<file path="src/rtl/store_buffer_bridge_if.sv">
// Core data-memory port and data_mem RAM port of the store buffer bridge.
// The bridge takes the slave side; the core/RAM environment takes the master side.
interface store_buffer_bridge_if #(parameter int AW = 32);
    logic          cpu_en;
    logic [3:0]    cpu_wen;
    logic [AW-1:0] cpu_addr;
    logic [31:0]   cpu_wdata;
    logic [31:0]   cpu_rdata;
    logic          cpu_stall;
    logic          ram_en;
    logic [3:0]    ram_wen;
    logic [AW-1:0] ram_addr;
    logic [31:0]   ram_wdata;
    logic [31:0]   ram_rdata;
    logic          buf_empty;

    modport slave (
        input  cpu_en, cpu_wen, cpu_addr, cpu_wdata, ram_rdata,
        output cpu_rdata, cpu_stall, ram_en, ram_wen, ram_addr, ram_wdata, buf_empty
    );

    modport master (
        output cpu_en, cpu_wen, cpu_addr, cpu_wdata, ram_rdata,
        input  cpu_rdata, cpu_stall, ram_en, ram_wen, ram_addr, ram_wdata, buf_empty
    );
endinterface

</file>
<file path="src/rtl/store_buffer_bridge.sv">
// Posted-store FIFO between the core data port and the single-ported data RAM.
// Loads bypass the FIFO unless they hit a buffered word; stores drain when the port is free.
module store_buffer_bridge #(
    parameter int DEPTH = 4,
    parameter int AW    = 32
) (
    input  logic                  clk,
    input  logic                  rst,
    store_buffer_bridge_if.slave  bus
);
    localparam int PW = $clog2(DEPTH);
    localparam int CW = PW + 1;

    logic [AW-3:0] ent_addr  [DEPTH];
    logic [3:0]    ent_wen   [DEPTH];
    logic [31:0]   ent_wdata [DEPTH];
    logic [PW-1:0] head;
    logic [PW-1:0] tail;
    logic [CW-1:0] count;

    logic [PW-1:0] rel [DEPTH];
    logic          load;
    logic          store;
    logic          hit;
    logic          full;
    logic          grant;
    logic          drain;
    logic          enq;

    // Requests are ignored while reset is held so the RAM port stays quiet.
    assign load  = ~rst & bus.cpu_en & (bus.cpu_wen == 4'h0);
    assign store = ~rst & bus.cpu_en & (bus.cpu_wen != 4'h0);
    assign full  = (count == CW'(DEPTH));

    // An entry is valid when its distance from head is below count.
    // NOTE: every always_comb output gets a default first so no latch is inferred.
    always_comb begin
        hit = 1'b0;
        for (int i = 0; i < DEPTH; i++) begin
            rel[i] = PW'(i) - head;
            if (({1'b0, rel[i]} < count) && (ent_addr[i] == bus.cpu_addr[AW-1:2]))
                hit = 1'b1;
        end
    end

    assign grant = load & ~hit;
    assign drain = (count != '0) & ~grant;
    assign enq   = store & ~full;

    assign bus.cpu_stall = (load & hit) | (store & full);
    assign bus.cpu_rdata = bus.ram_rdata;
    assign bus.buf_empty = (count == '0);

    always_comb begin
        bus.ram_en    = 1'b0;
        bus.ram_wen   = 4'h0;
        bus.ram_addr  = bus.cpu_addr;
        bus.ram_wdata = ent_wdata[head];
        if (grant) begin
            bus.ram_en = 1'b1;
        end else if (drain) begin
            bus.ram_en   = 1'b1;
            bus.ram_wen  = ent_wen[head];
            bus.ram_addr = {ent_addr[head], 2'b00};
        end
    end

    // NOTE: state registers use non-blocking assignments so every flop samples pre-edge values.
    always_ff @(posedge clk or posedge rst) begin
        if (rst) begin
            head  <= '0;
            tail  <= '0;
            count <= '0;
        end else begin
            if (enq)
                tail <= tail + 1'b1;
            if (drain)
                head <= head + 1'b1;
            case ({enq, drain})
                2'b10:   count <= count + 1'b1;
                2'b01:   count <= count - 1'b1;
                default: count <= count;
            endcase
        end
    end

    // NOTE: the entry storage has no reset; validity comes solely from head and count.
    always_ff @(posedge clk) begin
        if (enq) begin
            ent_addr[tail]  <= bus.cpu_addr[AW-1:2];
            ent_wen[tail]   <= bus.cpu_wen;
            ent_wdata[tail] <= bus.cpu_wdata;
        end
    end
endmodule

</file>
<file path="src/flat_wrapper.sv">
// flat-port wrapper written by rule: the top's interface ports become plain ports
module store_buffer_bridge_flat 
#(
    parameter int DEPTH = 4,
    parameter int AW    = 32
)
  (clk, rst, bus_cpu_en, bus_cpu_wen, bus_cpu_addr, bus_cpu_wdata, bus_ram_rdata, bus_cpu_rdata, bus_cpu_stall, bus_ram_en, bus_ram_wen, bus_ram_addr, bus_ram_wdata, bus_buf_empty);
  store_buffer_bridge_if #(.AW(AW)) bus_i ();
  input  logic clk;
  input  logic rst;
  input wire logic [$bits(bus_i.cpu_en)-1:0] bus_cpu_en;
  input wire logic [$bits(bus_i.cpu_wen)-1:0] bus_cpu_wen;
  input wire logic [$bits(bus_i.cpu_addr)-1:0] bus_cpu_addr;
  input wire logic [$bits(bus_i.cpu_wdata)-1:0] bus_cpu_wdata;
  input wire logic [$bits(bus_i.ram_rdata)-1:0] bus_ram_rdata;
  output wire logic [$bits(bus_i.cpu_rdata)-1:0] bus_cpu_rdata;
  output wire logic [$bits(bus_i.cpu_stall)-1:0] bus_cpu_stall;
  output wire logic [$bits(bus_i.ram_en)-1:0] bus_ram_en;
  output wire logic [$bits(bus_i.ram_wen)-1:0] bus_ram_wen;
  output wire logic [$bits(bus_i.ram_addr)-1:0] bus_ram_addr;
  output wire logic [$bits(bus_i.ram_wdata)-1:0] bus_ram_wdata;
  output wire logic [$bits(bus_i.buf_empty)-1:0] bus_buf_empty;
  assign bus_i.cpu_en = bus_cpu_en;
  assign bus_i.cpu_wen = bus_cpu_wen;
  assign bus_i.cpu_addr = bus_cpu_addr;
  assign bus_i.cpu_wdata = bus_cpu_wdata;
  assign bus_i.ram_rdata = bus_ram_rdata;
  assign bus_cpu_rdata = bus_i.cpu_rdata;
  assign bus_cpu_stall = bus_i.cpu_stall;
  assign bus_ram_en = bus_i.ram_en;
  assign bus_ram_wen = bus_i.ram_wen;
  assign bus_ram_addr = bus_i.ram_addr;
  assign bus_ram_wdata = bus_i.ram_wdata;
  assign bus_buf_empty = bus_i.buf_empty;
  store_buffer_bridge #(.DEPTH(DEPTH), .AW(AW)) u_core (.clk(clk), .rst(rst), .bus(bus_i));
endmodule
</file>
<file path="config.mk">
export PLATFORM = sky130hd
export DESIGN_NAME = store_buffer_bridge_flat
export DESIGN_NICKNAME = d
export VERILOG_FILES = /design/src/rtl/store_buffer_bridge_if.sv /design/src/rtl/store_buffer_bridge.sv /design/src/flat_wrapper.sv
export SDC_FILE = /design/constraint.sdc
export NUM_CORES = 1
export LEC_CHECK = 0
export BUFFER_PORTS_ARGS = -buffer_cell sky130_fd_sc_hd__buf_2
export CAP_MARGIN = 20
export CORE_MARGIN = 2
export CORE_UTILIZATION = 30
export CTS_CLUSTER_SIZE = 20
export DETAILED_ROUTE_END_ITERATION = 10
export PLACE_DENSITY = 0.47
export SYNTH_ARGS = -nofsm -noshare
export SYNTH_HDL_FRONTEND = slang
export SYNTH_SLANG_ARGS = --single-unit
</file>
<file path="constraint.sdc">
create_clock -name clk -period 12.1 [get_ports clk]
set_input_delay 0 -clock clk [delete_from_list [all_inputs] [get_ports clk]]
set_output_delay 0 -clock clk [all_outputs]
set_load 0.03 [all_outputs]
</file>
; Yosys cells after proc, flatten, opt, wreduce, memory -nomap -nowiden
; Memories as Yosys holds them, arrays and structs flattened.
; Index checks and enable logic that the tools add are counted.
[word_totals]
regBits = 7
ram_bits = 264
in_bits = 103
out_inout_bits = 103
word_cells = 60
memories = 3
[memory_table]
columns = memory, words, word_bits, read_ports, rd_ports_with_merged_regs, write_ports, line
row1 = u_core.ent_wdata, 4, 32, 1, 0, 1, store_buffer_bridge.sv:16  ; logic [31:0] ent_wdata [DEPTH];
row2 = u_core.ent_addr, 4, 30, 5, 0, 1, store_buffer_bridge.sv:14  ; logic [AW-3:0] ent_addr [DEPTH];
row3 = u_core.ent_wen, 4, 4, 1, 0, 1, store_buffer_bridge.sv:15  ; logic [3:0] ent_wen [DEPTH];
[op_classes]
n_addsub = 8
magnitude_cmp = 4
n_eq_ne = 7
n_mux = 13
bitwise = 13
reduce_logical = 9
[op_table]
columns = operator, n
row1 = 30-bit == test, 4
row2 = 32-bit 2-to-1 mux, 2
row3 = 2-bit by 3-bit < comparator with 1-bit output, 4
row4 = 1-bit bitwise AND, 8
row5 = 1-bit 2-to-1 mux, 8
row6 = 4-bit 2-to-1 mux, 2
row7 = 3-bit case mux with 2 select lines, 1
row8 = "2-bit by 1-bit adder with 2-bit output, second input constant", 2
row9 = 1-bit logical AND, 4
row10 = 4-bit zero test, 1
row11 = 1-bit NOT, 4
row12 = 4-bit nonzero test, 1
row13 = "1-bit by 2-bit subtractor with 2-bit output, first input constant", 2
row14 = "2-bit subtractor, first input constant", 2
row15 = "3-bit by 1-bit adder with 3-bit output, second input constant", 1
row16 = "3-bit == test, second input constant", 1
row17 = 3-bit zero test, 1
row18 = 3-bit nonzero test, 1
row19 = "3-bit by 1-bit subtractor with 3-bit output, second input constant", 1
row20 = "2-bit by 1-bit == test with 1-bit output, second input constant", 1
row21 = "2-bit == test, second input constant", 1
row22 = 2-bit nonzero test, 1
row23 = 1-bit bitwise OR, 1

; Depth between registers and ports, before layout
[logic_depth]
depth_word = 13
depth_mapped = 19
depth_no_buf = 14

; Worst setup path before layout
; No wires, ideal clock.
[synth_path]
kind = reg2reg
from = register u_core.head[0]
to = register u_core.count[2]
setup_time_ps = 79
t_arrival_ps = 3828
t_required_ps = 12021
setup_slack_ps = 8193
path_stages_with_launch = 19
n_path_buf = 5
period_less_slack_ps = 3907
path_cell_list = dfrtp_1 clkbuf_1 buf_2 buf_1 xor2_1 ha_1 inv_1 o2111ai_1 a2111oi_1 nor4_2 a21oi_2 buf_4 buf_6 ha_1 inv_1 fa_1 xor2_1 nor2_1 xor2_1
[synth_via]
elab_chain_cells = 13
word_cells_on_any_way = 24
cone_classes = add/sub (4) / order compare (4) / eq/ne (2) / mux (5) / bitwise (4) / reduce/logical (5)
[synth_lines]
columns = item, line
row1 = "start, declared", store_buffer_bridge.sv:17  ; logic [PW-1:0] head;
row2 = "start signal, assigned", store_buffer_bridge.sv:78  ; head <= head + 1'b1;
row3 = 1-bit by 2-bit subtractor with 2-bit output, store_buffer_bridge.sv:40  ; rel[i] = PW'(i) - head;
row4 = 2-bit by 3-bit < comparator with 1-bit output, store_buffer_bridge.sv:41  ; if (({1'b0, rel[i]} < count) && (ent_addr[i] == bus.cpu_addr[AW-1:2]))
row5 = 1-bit logical AND, store_buffer_bridge.sv:41
row6 = 1-bit 2-to-1 mux (3 in a row), store_buffer_bridge.sv:41
row7 = 1-bit 2-to-1 mux *, store_buffer_bridge.sv:41
row8 = 1-bit NOT *, store_buffer_bridge.sv:46  ; assign grant = load & ~hit;
row9 = 1-bit bitwise AND *, store_buffer_bridge.sv:46
row10 = 1-bit NOT *, store_buffer_bridge.sv:47  ; assign drain = (count != '0) & ~grant;
row11 = 1-bit bitwise AND *, store_buffer_bridge.sv:47
row12 = 2-bit by 1-bit == test with 1-bit output / 2-bit == test (equally long branches), store_buffer_bridge.sv:79  ; case ({enq, drain})
row13 = 3-bit case mux with 2 select lines / 2-bit nonzero test (equally long branches), -
row14 = "end signal, assigned", store_buffer_bridge.sv:80  ; 2'b10: count <= count + 1'b1;
row15 = "end signal, assigned", store_buffer_bridge.sv:81  ; 2'b01: count <= count - 1'b1;
row16 = "end signal, assigned", store_buffer_bridge.sv:82  ; default: count <= count;
row17 = "end, declared", store_buffer_bridge.sv:19  ; logic [CW-1:0] count;
; Every way passes the cells marked *; elsewhere a longest branch is shown, timed or not.
; A chain may end at the register's enable or synchronous reset.

; Worst setup path after layout
[layout_path]
from = register u_core.head[1]
to = output port bus_ram_addr[28]
[layout_via]
elab_chain_cells = 13
word_cells_on_any_way = 23
cone_classes = add/sub (4) / order compare (4) / mux (6) / bitwise (4) / reduce/logical (4) / memory (1)
[layout_lines]
columns = item, line
row1 = 1-bit by 2-bit subtractor with 2-bit output, store_buffer_bridge.sv:40
row2 = 2-bit by 3-bit < comparator with 1-bit output, store_buffer_bridge.sv:41
row3 = 1-bit logical AND, store_buffer_bridge.sv:41
row4 = 1-bit 2-to-1 mux (4 in a row), store_buffer_bridge.sv:41
row5 = 1-bit NOT, store_buffer_bridge.sv:46
row6 = 1-bit bitwise AND, store_buffer_bridge.sv:46
row7 = 1-bit NOT, store_buffer_bridge.sv:47
row8 = 1-bit bitwise AND, store_buffer_bridge.sv:47
row9 = 32-bit 2-to-1 mux, store_buffer_bridge.sv:61  ; end else if (drain) begin
row10 = 32-bit 2-to-1 mux *, store_buffer_bridge.sv:59  ; if (grant) begin
row11 = "end, declared", flat_wrapper.sv:20  ; output wire logic [$bits(bus_i.ram_addr)-1:0] bus_ram_addr;
; Marked as above.

==> out/results.tsv <==
stage	metric	value	unit
timing	setup_viol	0	
yosys	synth_fa_ha_area_share	1.09	%
min_path	min_from	bus_ram_rdata[21]	
timing	slew_headroom	26.5	%
clock_network	cts.path.max_buffers	3	
yosys	synth_area_leader_cell	edfxtp_1	
routing	wl_per_cell	21.9	µm
floorplan	io-pin-count	206	
placed_design	routabilityCongestion	0.728	
yosys	seq_area_frac_synth	66.4	%
yosys	synth_ff_type	edfxtp_1	
global_route	grt_use_met2	23.7	%
worst_setup_path	worstSetupPathType	reg -> out	
routing	drt_iter0_drc	330	
worst_setup_path	path_max_fanout	39	
global_route	grt_max_degree	53	
placed_design	dp.cells	1266	
yosys	ys_types	33	
global_route	grt_usage	14.4	%
clock_network	cts_buffers	31	
yosys	syn_inst	676	
clock_network	clk_root_buffer_cell	clkbuf_16	
global_route	met3_usage	3.47	%
routing	remaining_drc_errors	0	
global_route	grt_pass1_wl	44600	µm
global_route	antenna_found_initial	0	
power	p_leak	0.00512	µW
floorplan	initial_core_util	30.6	%
clock_network	insertion_delay	0.56	ns
timing	hold_viol	0	
worst_setup_path	crit_arrival	4.46	ns
finish	fin_util	37.2	%
worst_setup_path	reg2reg_depth	13	
power	vdd_drop_max	135	µV
clock_network	cts_tree	done	
floorplan	die_y	206	µm
placed_design	port-buffer-count	141	
clock_network	cts_sinks	271	
timing	maxSlewViolCount	0	
timing	fin_crit	4.46	ns
timing	grt_setup_unrepaired	false	
routing	via_count	6404	
min_path	hold_path_end	bus_cpu_rdata[21]	
yosys	synth_warnings	0	
finish	fin_cells	1392	
yosys	synth_compound_area_share	0.995	%
timing	fmax	224	MHz
yosys	synth_area_leaders	edfxtp_1 (65%), mux4_2 (12%), xor2_1 (8.0%)	
yosys	syn_nets	789	
worst_setup_path	crit_path_start_kind	flop	
timing	skew	0.0122	ns
global_route	met1_usage	19.4	%
timing	timing.final.ws_setup	7.64	ns
timing	worst_pin_slew	1.09	ns
yosys	synth_top_area_share	65.0	%
status	status	complete, no violations	
global_route	grt_pass1_vias	6869	
routing	ant_nets	0	
clock_network	htree_levels	1	
timing	final.setup.tns	0	ns
min_path	hold_class	in -> out	
worst_setup_path	required	12.10	ns
placed_design	dp_hpwl	19600	µm
yosys	netlist_area	12200	µm²
yosys	synth_top_family_by_area	multiplexers	
yosys	synth-simple-area-share	2.87	%
yosys	ys_ff_latch	271	
power	p_per_area	224	nW/µm²
clock_network	clk_pin_slew	0.06	ns
global_route	grt-busiest-layer	met2	
floorplan	die_area	42300	µm²
worst_setup_path	worstReg2RegEnd	u_core.count[2]	
job	drv_cap	0	
clock_network	post-cts-setup-buffers	0	
routing	first_pass_iters	4	
worst_setup_path	startpoint	u_core.head[1]	
worst_setup_path	rrSetupSlack	8.14	ns
clock_network	cts_resized	0	
routing	wl	30400	µm
min_path	hold_depth	0	
yosys	muxShareOfSynthArea	15.0	%
finish	final_nets	956	
finish	drive_gt1_share	30.6	%
yosys	synthArstFlopShare	2.58	%
yosys	synth-edff-count	264	
global_route	overflow	0	
worst_setup_path	critPathCaptureType	primary output	
timing	fin_crit_sh	36.9	%
worst_setup_path	crit-reg2reg-launch	u_core.head[1]	
routing	viasPerCell	4.60	
yosys	synth_xor_area_share	9.12	%
floorplan	core	39900	µm²
placed_design	place_ws	8.12	ns
yosys	syn_area_per_cell	18.0	µm²
floorplan	core.rowCount	73	
floorplan	dieWidth	206	µm
finish	area_delta_synth_final	21.6	%
## what timing repair did
action	4_1_cts	5_1_grt
hold buffers	69	0
setup endpoints to repair	0	0
hold endpoints to repair	273	0
## layout make-up
class | instances | area (µm²)
sequential | 271 | 8110
tap | 525 | 657
clock buffer | 37 | 798
antenna | 1 | 2.50
timing repair buffer | 217 | 1450
fill | 3721 | 25100
inverter | 15 | 56.3
clock inverter | 19 | 190
multi-input combinational | 307 | 3570
## metal layers
layer	wire length (µm)	vias to the layer above	part of all wire (%)
li1	-	2913	-
met1	13800	3279	45
met2	14300	160	47
met3	1790	52	5.9
met4	516	0	1.7
met5	0	-	0
## logic make-up after synthesis
kind of cell / after synthesis
DFF: 271
xor gates and xnor gates: 127
buffers and inverters: 98
muxes: 97
and+or+nand+nor: 59
AOI/OAI and AO/OA: 14
adders and majority gates: 10
## flip-flops by register name (all words and copies together) (netlist names)
register and flops:
u_core.ent_addr 120, u_core.ent_wen 16, u_core.tail 2, u_core.count 3, u_core.head 2, u_core.ent_wdata 128
## worst max path at each step
stage,to,cells past startpoint
after floorplan,u_core.count[2],18
after global placement,u_core.count[2],13
after detailed placement,u_core.count[2],13
after CTS,bus_ram_addr[2],10
after global routing,bus_ram_addr[2],11
final,bus_ram_addr[28],10
## stage by stage
step                cell area, µm²  power, µW  hold slack [ns]
global placement             13200       2430         -0.00883
CTS                          14800       3380         0.000205
floorplan                    12200       2100           -0.183
global route                 14800       3480        0.0000769
finish                       14800       3320        0.0000107
detailed placement           13200       2430         -0.00837
## cell usage after synthesis (3+ instances only)
cell       instances
buf_1              8
dfrtp_1            7
nand2_1            4
mux4_2            66
o2111ai_1          4
nor3_1             6
xnor2_1           16
inv_1             15
nand4_1            4
clkbuf_1           8
edfxtp_1         264
buf_4             33
nor4_1            25
buf_2             32
mux2_1            30
ha_1               9
a21oi_1            3
and2_1             8
xor2_1           111
nand3_1            4
## worst max-delay path: stages, from the launching register on
cell and delay (ns):
dfrtp_4 0.81, buf_4 0.66, inv_1 0.18, ha_1 0.36, inv_1 0.05, a2111oi_1 0.43
nor4_2 0.16, a21oi_4 0.15, buf_4 0.50, mux2_1 0.39, buf_2 0.18
## cells in the final DEF, fill, tap and decap left out, drive strengths merged, types with 6 or more instances in the layout
cell | Yosys | layout
xnor2 | 16 | 16
nor3 | 6 | 6
nor4 | 26 | 26
buf | 75 | 148
clkbuf | 8 | 37
mux4 | 66 | 66
ha | 9 | 9
edfxtp | 264 | 264
xor2 | 111 | 111
clkinv | 0 | 13
mux2 | 30 | 30
inv | 15 | 16
dlygate4sd3 | 0 | 69
dfrtp | 7 | 7
and2 | 8 | 8
## report_power, final
group          internal [µW]  switching, µW
combinational            446            700
sequential              1140            114
clock                    551            365
total                   2140           1180
Power figures use the tool's default switching activity.
